$ cat src/rtl/instruction_sequencer.sv
// instruction_sequencer: fetches instruction words, holds the instruction register, steps the microcode phase and injects trap/irq opcodes
// Ports: clk/rst_n (sync, active-low); ifetch_req_o-style handshake ifetch_req/ifetch_valid/instr_data;
//        ucommand + halt/_wait/ei/di from the decoder; irq, exc_req requests;
//        instruction, phase, fetch, exc_triggered, int_enable, halted, sleeping to the decoder.
module instruction_sequencer #(
  parameter int          UC_END_BIT = 27,
  parameter logic [15:0] TRAP_INSN  = 16'h8000,
  parameter logic [15:0] IRQ_INSN   = 16'h8004
) (
  input  logic        clk,
  input  logic        rst_n,
  output logic        ifetch_req,
  input  logic        ifetch_valid,
  input  logic [15:0] instr_data,
  input  logic [27:0] ucommand,
  input  logic        halt,
  input  logic        _wait,
  input  logic        ei,
  input  logic        di,
  input  logic        irq,
  input  logic        exc_req,
  output logic [15:0] instruction,
  output logic [2:0]  phase,
  output logic        fetch,
  output logic        exc_triggered,
  output logic        int_enable,
  output logic        halted,
  output logic        sleeping
);
  typedef enum logic [1:0] {FETCH, EXEC, WAITING, HALTED} state_t;
  state_t      state_q, state_d;
  logic [15:0] insn_q, insn_d;
  logic [2:0]  phase_q, phase_d;
  logic        exc_q, exc_d, ie_q, ie_d, req_q, req_d;
  logic        uc_end, fault, take_irq, h, w;
  logic        unused_uc;
  assign unused_uc = ^ucommand;
  always_comb begin
    uc_end   = ucommand[UC_END_BIT];
    fault    = exc_req || (phase_q == 3'd7 && !uc_end);
    // req_q low in FETCH only on a first cycle where an interrupt was foreseen
    take_irq = !req_q && irq && ie_q;
    h        = halt && !exc_q;
    w        = _wait && !exc_q;
    state_d  = state_q;
    insn_d   = insn_q;
    phase_d  = phase_q;
    exc_d    = exc_q;
    ie_d     = ie_q;
    req_d    = 1'b0;
    unique case (state_q)
      FETCH: begin
        phase_d = 3'd0;
        if (take_irq) begin
          insn_d  = IRQ_INSN;
          ie_d    = 1'b0;
          exc_d   = 1'b0;
          state_d = EXEC;
        end else if (req_q && ifetch_valid) begin
          insn_d  = instr_data;
          exc_d   = 1'b0;
          state_d = EXEC;
        end else req_d = 1'b1;
      end
      EXEC: begin
        if (fault) begin
          // a fault inside a trap is a double fault
          state_d = exc_q ? HALTED : EXEC;
          insn_d  = exc_q ? insn_q : TRAP_INSN;
          exc_d   = 1'b1;
          phase_d = 3'd0;
        end else if (uc_end) begin
          ie_d    = (ei && !exc_q) ? 1'b1 : (di && !exc_q) ? 1'b0 : ie_q;
          state_d = h ? HALTED : w ? WAITING : FETCH;
          // suppress the fetch request when the interrupt will be injected instead
          req_d   = !h && !w && !(irq && ie_d);
          exc_d   = 1'b0;
          phase_d = 3'd0;
        end else phase_d = phase_q + 3'd1;
      end
      WAITING: begin
        state_d = irq ? FETCH : WAITING;
        req_d   = irq && !ie_q;
      end
      HALTED: state_d = HALTED;
    endcase
  end
  always_ff @(posedge clk) begin
    if (!rst_n) begin
      state_q <= FETCH;
      insn_q  <= 16'h0000;
      phase_q <= 3'd0;
      exc_q   <= 1'b0;
      ie_q    <= 1'b0;
      req_q   <= 1'b1;
    end else begin
      state_q <= state_d;
      insn_q  <= insn_d;
      phase_q <= phase_d;
      exc_q   <= exc_d;
      ie_q    <= ie_d;
      req_q   <= req_d;
    end
  end
  assign ifetch_req    = req_q;
  assign instruction   = insn_q;
  assign phase         = phase_q;
  assign fetch         = state_q == FETCH;
  assign exc_triggered = exc_q;
  assign int_enable    = ie_q;
  assign halted        = state_q == HALTED;
  assign sleeping      = state_q == WAITING;
endmodule

$ cat config.mk
export PLATFORM = sky130hd
export DESIGN_NAME = instruction_sequencer
export DESIGN_NICKNAME = d
export VERILOG_FILES = /design/src/rtl/instruction_sequencer.sv
export SDC_FILE = /design/constraint.sdc
export NUM_CORES = 1
export LEC_CHECK = 0
export ABC_AREA = 0
export BUFFER_PORTS_ARGS = -buffer_cell sky130_fd_sc_hd__buf_4
export CAP_MARGIN = 25
export CELL_PAD_IN_SITES_DETAIL_PLACEMENT = 1
export CELL_PAD_IN_SITES_GLOBAL_PLACEMENT = 1
export CORE_MARGIN = 2
export CORE_UTILIZATION = 28
export CTS_CLUSTER_SIZE = 10
export DETAILED_ROUTE_END_ITERATION = 16
export PLACE_DENSITY = 0.81
export SLEW_MARGIN = 10
export SYNTH_ARGS = -nofsm -noshare
export SYNTH_HDL_FRONTEND = slang
export SYNTH_SLANG_ARGS = --single-unit
$ cat constraint.sdc
create_clock -name clk -period 2 [get_ports clk]
set_clock_uncertainty 0.2 [all_clocks]
set_input_delay 0.2 -clock clk [delete_from_list [all_inputs] [get_ports clk]]
set_output_delay 0.2 -clock clk [all_outputs]
set_load 0.02 [all_outputs]
==> results.sh, run 1 <==
export IMPL_final_nets=256
export IMPL_timing_rr_start="phase[0]"
export IMPL_grt_max_degree=27
export IMPL_first_pass_iters=3
export IMPL_relSlewSlack=0.755
export IMPL_cp_slowest_cell="or4_4"
export IMPL_clockRootBuffer="clkbuf_8"
export IMPL_vias=1166
export IMPL_synthesis_area_mm2=0.00118
export IMPL_crit_path_cell_trace="ha_1 > ha_1 > buf_4 > or4_4 > a21oi_2 > o21a_1"
export IMPL_crit_fanout=3
export IMPL_final_common_cell="buf_4"
export IMPL_grt_pass1_vias=1237
export IMPL_crit_path_max_incr_delay_ns=0.52
export IMPL_die_h_um=68.8
export IMPL_cts_tree="built"
export IMPL_ant_nets=0
export IMPL_numPortBuffers=50
export IMPL_clk_latency_ns=0.26
export IMPL_vdd_ir_drop_max_uv=328
export IMPL_synth_seq_cells=24
export IMPL_power_density_mw_per_mm2=660
export IMPL_maxCapViolCount=0
export IMPL_worstHoldPathType="in -> reg"
export IMPL_fillers=485
export IMPL_ys_types=37
export IMPL_viasPerCell=4.66
export IMPL_most_common_layout_cells="buf_4, nand2_1, dfxtp_1"
export IMPL_min_from="instr_data[13]"
export IMPL_multi_input_area_um2=646
export IMPL_grt_usage=0.154
export IMPL_synth_area_per_cell_um2=8.84
export IMPL_fmax_mhz=530
export IMPL_cts_sinks=24
export IMPL_yosys_warnings=0
export IMPL_grt_pass1_wl_mm=5.47
export IMPL_antenna_found_initial=0
export IMPL_crit_path_frequent_cell="ha_1"
export IMPL_io_pins=78
export IMPL_status="complete, no violations"
export IMPL_leakagePower_uw=0.000862
export IMPL_routed_wl_mm=3.39
export IMPL_clockBufferDepth=2
export IMPL_cp_startpoint="phase[0]"
export IMPL_finalSetupViolations=0
export IMPL_rows=23
export IMPL_drcViolationCount=0
export IMPL_crit_path_end_kind="flip-flop"
export IMPL_synth_cells=133
export IMPL_synthToLayoutAreaGrowth_pct=56.7
export IMPL_period_needed_ns=1.89
export IMPL_clkSlewWorstSetupHoldPaths_ns=0.09
export IMPL_worst_endpoint_arrival_ns=1.90
export IMPL_place_ws_ns=-0.0501
export IMPL_setup_ws_ns=0.114
export IMPL_totalPowerFinal_uw=1220
export IMPL_grt_ovfl_total=0
export IMPL_drtIter0Drc=115
export IMPL_core_mm2=0.00403
export IMPL_place_congestion=0.844
export IMPL_min_period_over_period=0.943
export IMPL_fin_util=0.457
export IMPL_hpwl_mm=2.43
export IMPL_seqCellArea_um2=482
export IMPL_synth_seq_area_share=0.409
export IMPL_worst_pin_slew_ns=0.364
export IMPL_rsz0062_at_grt="false"
export IMPL_crit_type="reg -> reg"
export IMPL_drive_gt1_frac=0.350
export IMPL_wl_per_cell_um=13.5
export IMPL_syn_num_nets=188
export IMPL_start_util=0.292
export IMPL_setup_tns_ns=0
export IMPL_startpoint_type="flip-flop"
export IMPL_maxSlewViolCount=0
export IMPL_hold_viol=0
export IMPL_cts_buffers=3
export IMPL_h_tree_depth=1
export IMPL_final_cells=250
export IMPL_required_ns=2.01
export IMPL_die_area_mm2=0.00473
export IMPL_dpl_cell_count=232
export IMPL_n_antenna_cell=0
export IMPL_dieWidth_um=68.8
## critical path: cells and delay by family, from the launching register on
family / cells / cell delay, ns
AND/OR/NAND/NOR: 1 / 0.52
buffers and inverters: 1 / 0.15
flip-flops: 1 / 0.32
AO/OA/AOI/OAI: 2 / 0.25
adder cells (fa/ha/maj): 2 / 0.40
## sequential cells by signal, indices dropped and copies added, names as in the netlist
signal and flops:
exc_triggered 1, ifetch_req 1, instruction 16, int_enable 1
phase 3, state_q 2
## cell type report
cell class,count,share of cell area
flip-flops and latches,24,0.261
repair buffers,70,0.316
inverters,4,0.00815
clock buffers,4,0.0299
well taps,50,0.0339
multi-input cells,98,0.350
## synth_stat cells, drive strengths merged
master	n	share of area
a31oi	1	0.018
o21ai	6	0.035
nand4	1	0.0053
nor2b	2	0.011
ha	2	0.021
a22oi	3	0.019
a21oi	5	0.024
nor4	1	0.0053
inv	4	0.013
o311ai	1	0.0074
clkbuf	4	0.013
a311o	1	0.0085
and2b	1	0.0064
nand3	2	0.0085
o41ai	1	0.0074
nor3b	3	0.019
o21a	1	0.0064
nand2	35	0.11
nand3b	1	0.017
dfxtp	24	0.41
and2	2	0.011
and3	1	0.0053
a21boi	1	0.0064
buf	3	0.020
nor2	3	0.0096
mux2i	15	0.13
a22o	1	0.0074
nor3	2	0.0085
or4	1	0.0096
nand2b	5	0.029
## report_power, final
part	internal (uW)	switching, uW	leakage (uW)
Sequential	515	23.6	0.000197
Combinational	174	171	0.000636
Clock	176	157	0.0000288
Total	865	352	0.000862
## cell families (layout without fill, tap and decap cells)
family / after synthesis / count (layout) / synth area share
fa+ha+maj: 2 / 2 / 0.0213
compound gates: 21 / 21 / 0.140
flops: 24 / 24 / 0.409
mux: 15 / 15 / 0.128
simple gates: 60 / 60 / 0.256
buf+inv: 11 / 78 / 0.0457
## per-layer routing
layer,up-vias,track usage,share of wire
li1,591,-,-
met1,548,0.171,0.41
met2,25,0.297,0.55
met3,2,0.0308,0.039
met4,0,0.0368,0.0050
met5,-,0,0
## what timing repair did
action                                  4_1_cts  5_1_grt
pin swaps                                     1        1
endpoints found under the hold margin        13        0
gates cloned                                  0        0
hold buffers                                 13        0
endpoints found under the setup margin       16        2
setup buffers                                 1        0
resized for setup                             0        2
## path summary, 6_finish.rpt
path,endpoint,slack [ns],depth (start not counted)
worst min register to register,instruction[15],0.25,2
worst max register to register,exc_triggered,0.11,6
worst max-delay path,exc_triggered,0.11,6
worst min-delay path,instruction[13],0.01,3
## per-stage QoR
| stage | hold slack (ns) | instance area, um2 |
|---|---|---|
| after floorplan | 0.139 | 1180 |
| after global placement | 0.245 | 1630 |
| after detailed placement | 0.245 | 1630 |
| after CTS | 0.00959 | 1840 |
| after global routing | 0.0134 | 1840 |
| final | 0.0144 | 1840 |
Note: power is estimated with default switching activity, not from simulation.
==> run 2: changes to the inputs <==
Settings changed: GPL_TIMING_DRIVEN set to 0.
==> results.sh, run 2 (synthesized netlist as in run 1, its figures left out) <==
export IMPL_worstHoldPathType="in -> reg"
export IMPL_place_congestion=0.834
export IMPL_clockRootBuffer="clkbuf_8"
export IMPL_ff2ff_path_depth=7
export IMPL_drtIter0Drc=42
export IMPL_cts_sinks=24
export IMPL_final_cells=251
export IMPL_crit_fanout=6
export IMPL_clk_latency_ns=0.27
export IMPL_timing_rr_start="phase[0]"
export IMPL_crit_type="reg -> reg"
export IMPL_period_needed_ns=1.84
export IMPL_dpl_cell_count=232
export IMPL_hold_depth=3
export IMPL_clkSlewWorstSetupHoldPaths_ns=0.09
export IMPL_setup_ws_ns=0.159
export IMPL_fillers=484
export IMPL_wl_per_cell_um=13.4
export IMPL_min_to="instruction[15]"
export IMPL_grt_pass1_vias=1195
export IMPL_grt_max_degree=15
export IMPL_crit_path_cell_trace="ha_1 > ha_1 > nand2b_1 > a21oi_1 > o21ai_4 > buf_4 > mux2i_1"
export IMPL_worst_pin_slew_ns=0.459
export IMPL_path_buf_inv=1
export IMPL_status="complete, no violations"
export IMPL_drcViolationCount=0
export IMPL_power_density_mw_per_mm2=717
export IMPL_start_util=0.292
export IMPL_numPortBuffers=49
export IMPL_die_h_um=68.8
export IMPL_antenna_found_initial=0
export IMPL_largest_register_ffs=16
export IMPL_rows=23
export IMPL_required_ns=2.00
export IMPL_cp_slowest_cell="dfxtp_1"
export IMPL_vdd_ir_drop_max_uv=397
export IMPL_rr_endpoint="instruction[9]"
export IMPL_fmax_mhz=543
export IMPL_final_common_cell="buf_4"
export IMPL_crit_path_frequent_cell="ha_1"
export IMPL_m1WireLength_mm=1.42
export IMPL_hold_viol=0
export IMPL_drive_gt1_frac=0.318
export IMPL_met2RoutedLength_mm=1.78
export IMPL_synthToLayoutAreaGrowth_pct=55.2
export IMPL_n_antenna_cell=0
export IMPL_most_common_layout_cells="buf_4, nand2_1, dfxtp_1"
export IMPL_io_pins=78
export IMPL_met3_length_um=163
export IMPL_fin_util=0.453
export IMPL_cts_buffers=3
export IMPL_grt_usage=0.147
export IMPL_clockBufferDepth=2
export IMPL_relSlewSlack=0.694
export IMPL_die_area_mm2=0.00473
export IMPL_first_pass_iters=4
export IMPL_cts_tree="built"
export IMPL_grt_ovfl_total=0
export IMPL_vias=1190
export IMPL_finalSetupViolations=0
export IMPL_routed_wl_mm=3.37
export IMPL_h_tree_depth=1
export IMPL_leakagePower_uw=0.000847
export IMPL_min_from="instr_data[15]"
export IMPL_place_ws_ns=-0.00158
export IMPL_hpwl_mm=2.43
export IMPL_worst_endpoint_arrival_ns=1.85
export IMPL_totalPowerFinal_uw=1310
export IMPL_rrSetupSlack_ns=0.16
export IMPL_maxCapViolCount=0
export IMPL_cp_top_family="adder cells"
export IMPL_cts_resized=0
export IMPL_routed_top_layer="met4"
export IMPL_viasPerCell=4.74
export IMPL_rsz0062_at_grt="false"
export IMPL_min_period_over_period=0.921
export IMPL_grt_pass1_wl_mm=5.26
export IMPL_core_mm2=0.00403
export IMPL_final_nets=257
export IMPL_dieWidth_um=68.8
export IMPL_maxSlewViolCount=0
export IMPL_ant_nets=0
export IMPL_startpoint_type="flip-flop"
export IMPL_crit_path_max_incr_delay_ns=0.35
export IMPL_crit_path_end_kind="flip-flop"
-- run 2: metrics by stage --
stage	cell area [um2]	setup TNS (ns)	hold WS, ns
after floorplan	1180	0	0.139
after global routing	1830	0	0.0557
after CTS	1830	0	0.0260
after global placement	1610	0	0.238
final	1830	0	0.0234
after detailed placement	1610	-0.00290	0.242
-- run 2: routing by layer --
layer | vias to the layer above | GRT usage
li1 | 594 | -
met1 | 569 | 0.169
met2 | 25 | 0.273
met3 | 2 | 0.0341
met4 | 0 | 0.0368
met5 | - | 0
-- run 2: report_power, final --
part,internal (uW),switching (uW),total [uW]
Clock,268,167,434
Sequential,515,26.0,541
Combinational,167,167,334
Total,949,359,1310
-- run 2: area by class of cell --
| cell class | count | area [um2] | area share |
|---|---|---|---|
| plain buffers | 7 | 38.8 | 0.0212 |
| clock buffers | 3 | 41.3 | 0.0226 |
| clock inverters | 1 | 30.0 | 0.0164 |
| inverters | 4 | 15.0 | 0.00822 |
| multi-input cells | 98 | 642 | 0.352 |
| flip-flops and latches | 24 | 480 | 0.263 |
| well taps | 50 | 62.6 | 0.0343 |
| repair buffers | 64 | 515 | 0.282 |
-- run 2: worst min-delay path: cells and delay by family --
family                 cells  cell delay, ns
AO/OA/AOI/OAI              2            0.18
buffers and inverters      1            0.08
-- run 2: repair_timing --
action                                  CTS  global route
buffers inserted                          1             0
endpoints found under the setup margin    9             0
hold buffers                             14             0
endpoints found under the hold margin    14             0
-- run 2: worst max path at each step --
| stage | start | to | slack [ns] | cells past startpoint |
|---|---|---|---|---|
| 2_1_floorplan | phase[0] | instruction[0] | 0.10 | 7 |
| 3_3_place_gp | phase[0] | instruction[2] | 0.006 | 7 |
| 3_5_place_dp | phase[0] | instruction[4] | -0.002 | 7 |
| 4_1_cts | phase[0] | instruction[9] | 0.15 | 7 |
| 5_1_grt | phase[0] | instruction[2] | 0.04 | 7 |
| 6_report | phase[0] | instruction[9] | 0.16 | 7 |
==> run 3: changes to the inputs <==
--- a/constraint.sdc
+++ b/constraint.sdc
@@ -4,2 +4,2 @@
 set_output_delay 0.2 -clock clk [all_outputs]
-set_load 0.02 [all_outputs]
+set_load 0.1 [all_outputs]
==> results.sh, run 3 (synthesized netlist as in run 1, its figures left out) <==
export IMPL_rows=23
export IMPL_crit_type="reg -> out"
export IMPL_final_nets=255
export IMPL_numPortBuffers=49
export IMPL_first_pass_iters=4
export IMPL_min_from="instr_data[13]"
export IMPL_grt_max_degree=14
export IMPL_cts_buffers=3
export IMPL_grt_ovfl_total=0
export IMPL_ff2ff_path_depth=7
export IMPL_rsz0062_at_grt="false"
export IMPL_viasPerCell=4.76
export IMPL_cts_sinks=24
export IMPL_grt_usage=0.149
export IMPL_timing_rr_start="phase[0]"
export IMPL_min_to="instruction[13]"
export IMPL_rr_endpoint="instruction[11]"
export IMPL_worst_endpoint_arrival_ns=1.46
export IMPL_wl_per_cell_um=13.1
export IMPL_hold_depth=3
export IMPL_period_needed_ns=1.86
export IMPL_status="complete, but fails checks"
export IMPL_finalSetupViolations=0
export IMPL_vias=1186
export IMPL_rrSetupSlack_ns=0.19
export IMPL_drive_gt1_frac=0.362
export IMPL_worst_pin_slew_ns=0.453
export IMPL_clockRootBuffer="clkbuf_8"
export IMPL_start_util=0.292
export IMPL_most_common_layout_cells="buf_4, nand2_1, dfxtp_1"
export IMPL_core_mm2=0.00403
export IMPL_clk_latency_ns=0.27
export IMPL_holdWs_ns=-0.00249
export IMPL_hold_viol=1
export IMPL_clockBufferDepth=2
export IMPL_vdd_ir_drop_max_uv=391
export IMPL_maxSlewViolCount=0
export IMPL_routed_wl_mm=3.26
export IMPL_worstHoldPathType="in -> reg"
export IMPL_cts_tree="built"
export IMPL_setup_tns_ns=0
export IMPL_maxCapViolCount=0
export IMPL_min_period_over_period=0.932
export IMPL_largest_register_ffs=16
export IMPL_h_tree_depth=1
export IMPL_ant_nets=0
export IMPL_power_density_mw_per_mm2=772
export IMPL_grt_pass1_wl_mm=5.29
export IMPL_hpwl_mm=2.45
export IMPL_drcViolationCount=0
export IMPL_synthToLayoutAreaGrowth_pct=52.9
export IMPL_die_area_mm2=0.00473
export IMPL_drtIter0Drc=26
export IMPL_place_congestion=0.845
export IMPL_violations="hold timing"
export IMPL_grt_pass1_vias=1175
export IMPL_required_ns=1.60
export IMPL_leakagePower_uw=0.000830
export IMPL_relSlewSlack=0.698
export IMPL_n_antenna_cell=0
export IMPL_die_h_um=68.8
export IMPL_fin_util=0.446
export IMPL_io_pins=78
export IMPL_fmax_mhz=537
export IMPL_antenna_found_initial=0
export IMPL_crit_fanout=10
export IMPL_crit_path_end_kind="output port"
export IMPL_clkSlewWorstSetupHoldPaths_ns=0.08
export IMPL_final_common_cell="buf_4"
export IMPL_dieWidth_um=68.8
export IMPL_startpoint_type="flip-flop"
-- run 3: report_power, final --
| part | leakage, uW | internal, uW | switching [uW] | total, uW |
|---|---|---|---|---|
| logic | 0.000607 | 166 | 389 | 555 |
| registers | 0.000199 | 513 | 27.0 | 540 |
| clock network | 0.0000231 | 137 | 155 | 293 |
-- run 3: worst max path at each step --
| stage | slack [ns] | start | to | depth (start not counted) |
|---|---|---|---|---|
| 4_1_cts | 0.14 | state_q[1] | sleeping | 3 |
| 2_1_floorplan | 0.005 | phase[0] | instruction[0] | 7 |
| 3_5_place_dp | -0.03 | phase[0] | instruction[0] | 7 |
| 3_3_place_gp | 0.001 | phase[0] | instruction[4] | 7 |
| 6_report | 0.14 | state_q[1] | sleeping | 3 |
| 5_1_grt | 0.06 | state_q[1] | sleeping | 3 |
-- run 3: cell type report --
type                    count  area [um2]
plain buffers               7        40.0
clock inverters             1        3.75
multi-input cells          98         647
repair buffers             62         495
clock buffers               3        41.3
flip-flops and latches     24         493
fillers                   483        2230
inverters                   4        15.0
well taps                  50        62.6
-- run 3: repair_timing --
item | in CTS | in global routing
buffers inserted | 1 | 0
setup endpoints to repair | 10 | 0
hold endpoints to repair | 12 | 0
hold buffers | 12 | 0
gates resized for setup | 1 | 0
-- run 3: metal layers --
layer  track usage  part of all wire  vias up
met3        0.0519             0.084        2
li1              -                 -      589
met5             0                 0        -
met4        0.0319            0.0052        0
met1         0.183              0.42      558
met2         0.251              0.49       37
-- run 3: stage by stage --
step	hold WS, ns	power [uW]	worst slack, ns	instance area, um2	std cells
3_5_place_dp	0.244	1090	-0.0303	1620	232
4_1_cts	0.00119	1400	0.138	1800	249
2_1_floorplan	0.139	953	0.00493	1190	133
3_3_place_gp	0.236	1080	0.00139	1620	232
5_1_grt	0.00604	1450	0.0597	1800	249
6_report	-0.00249	1390	0.136	1800	249
-- run 3: worst max-delay path, cell delays in order (launching register included) --
cell	delay, ns
dfxtp_1	0.46
clkbuf_2	0.27
and2b_1	0.17
buf_4	0.29
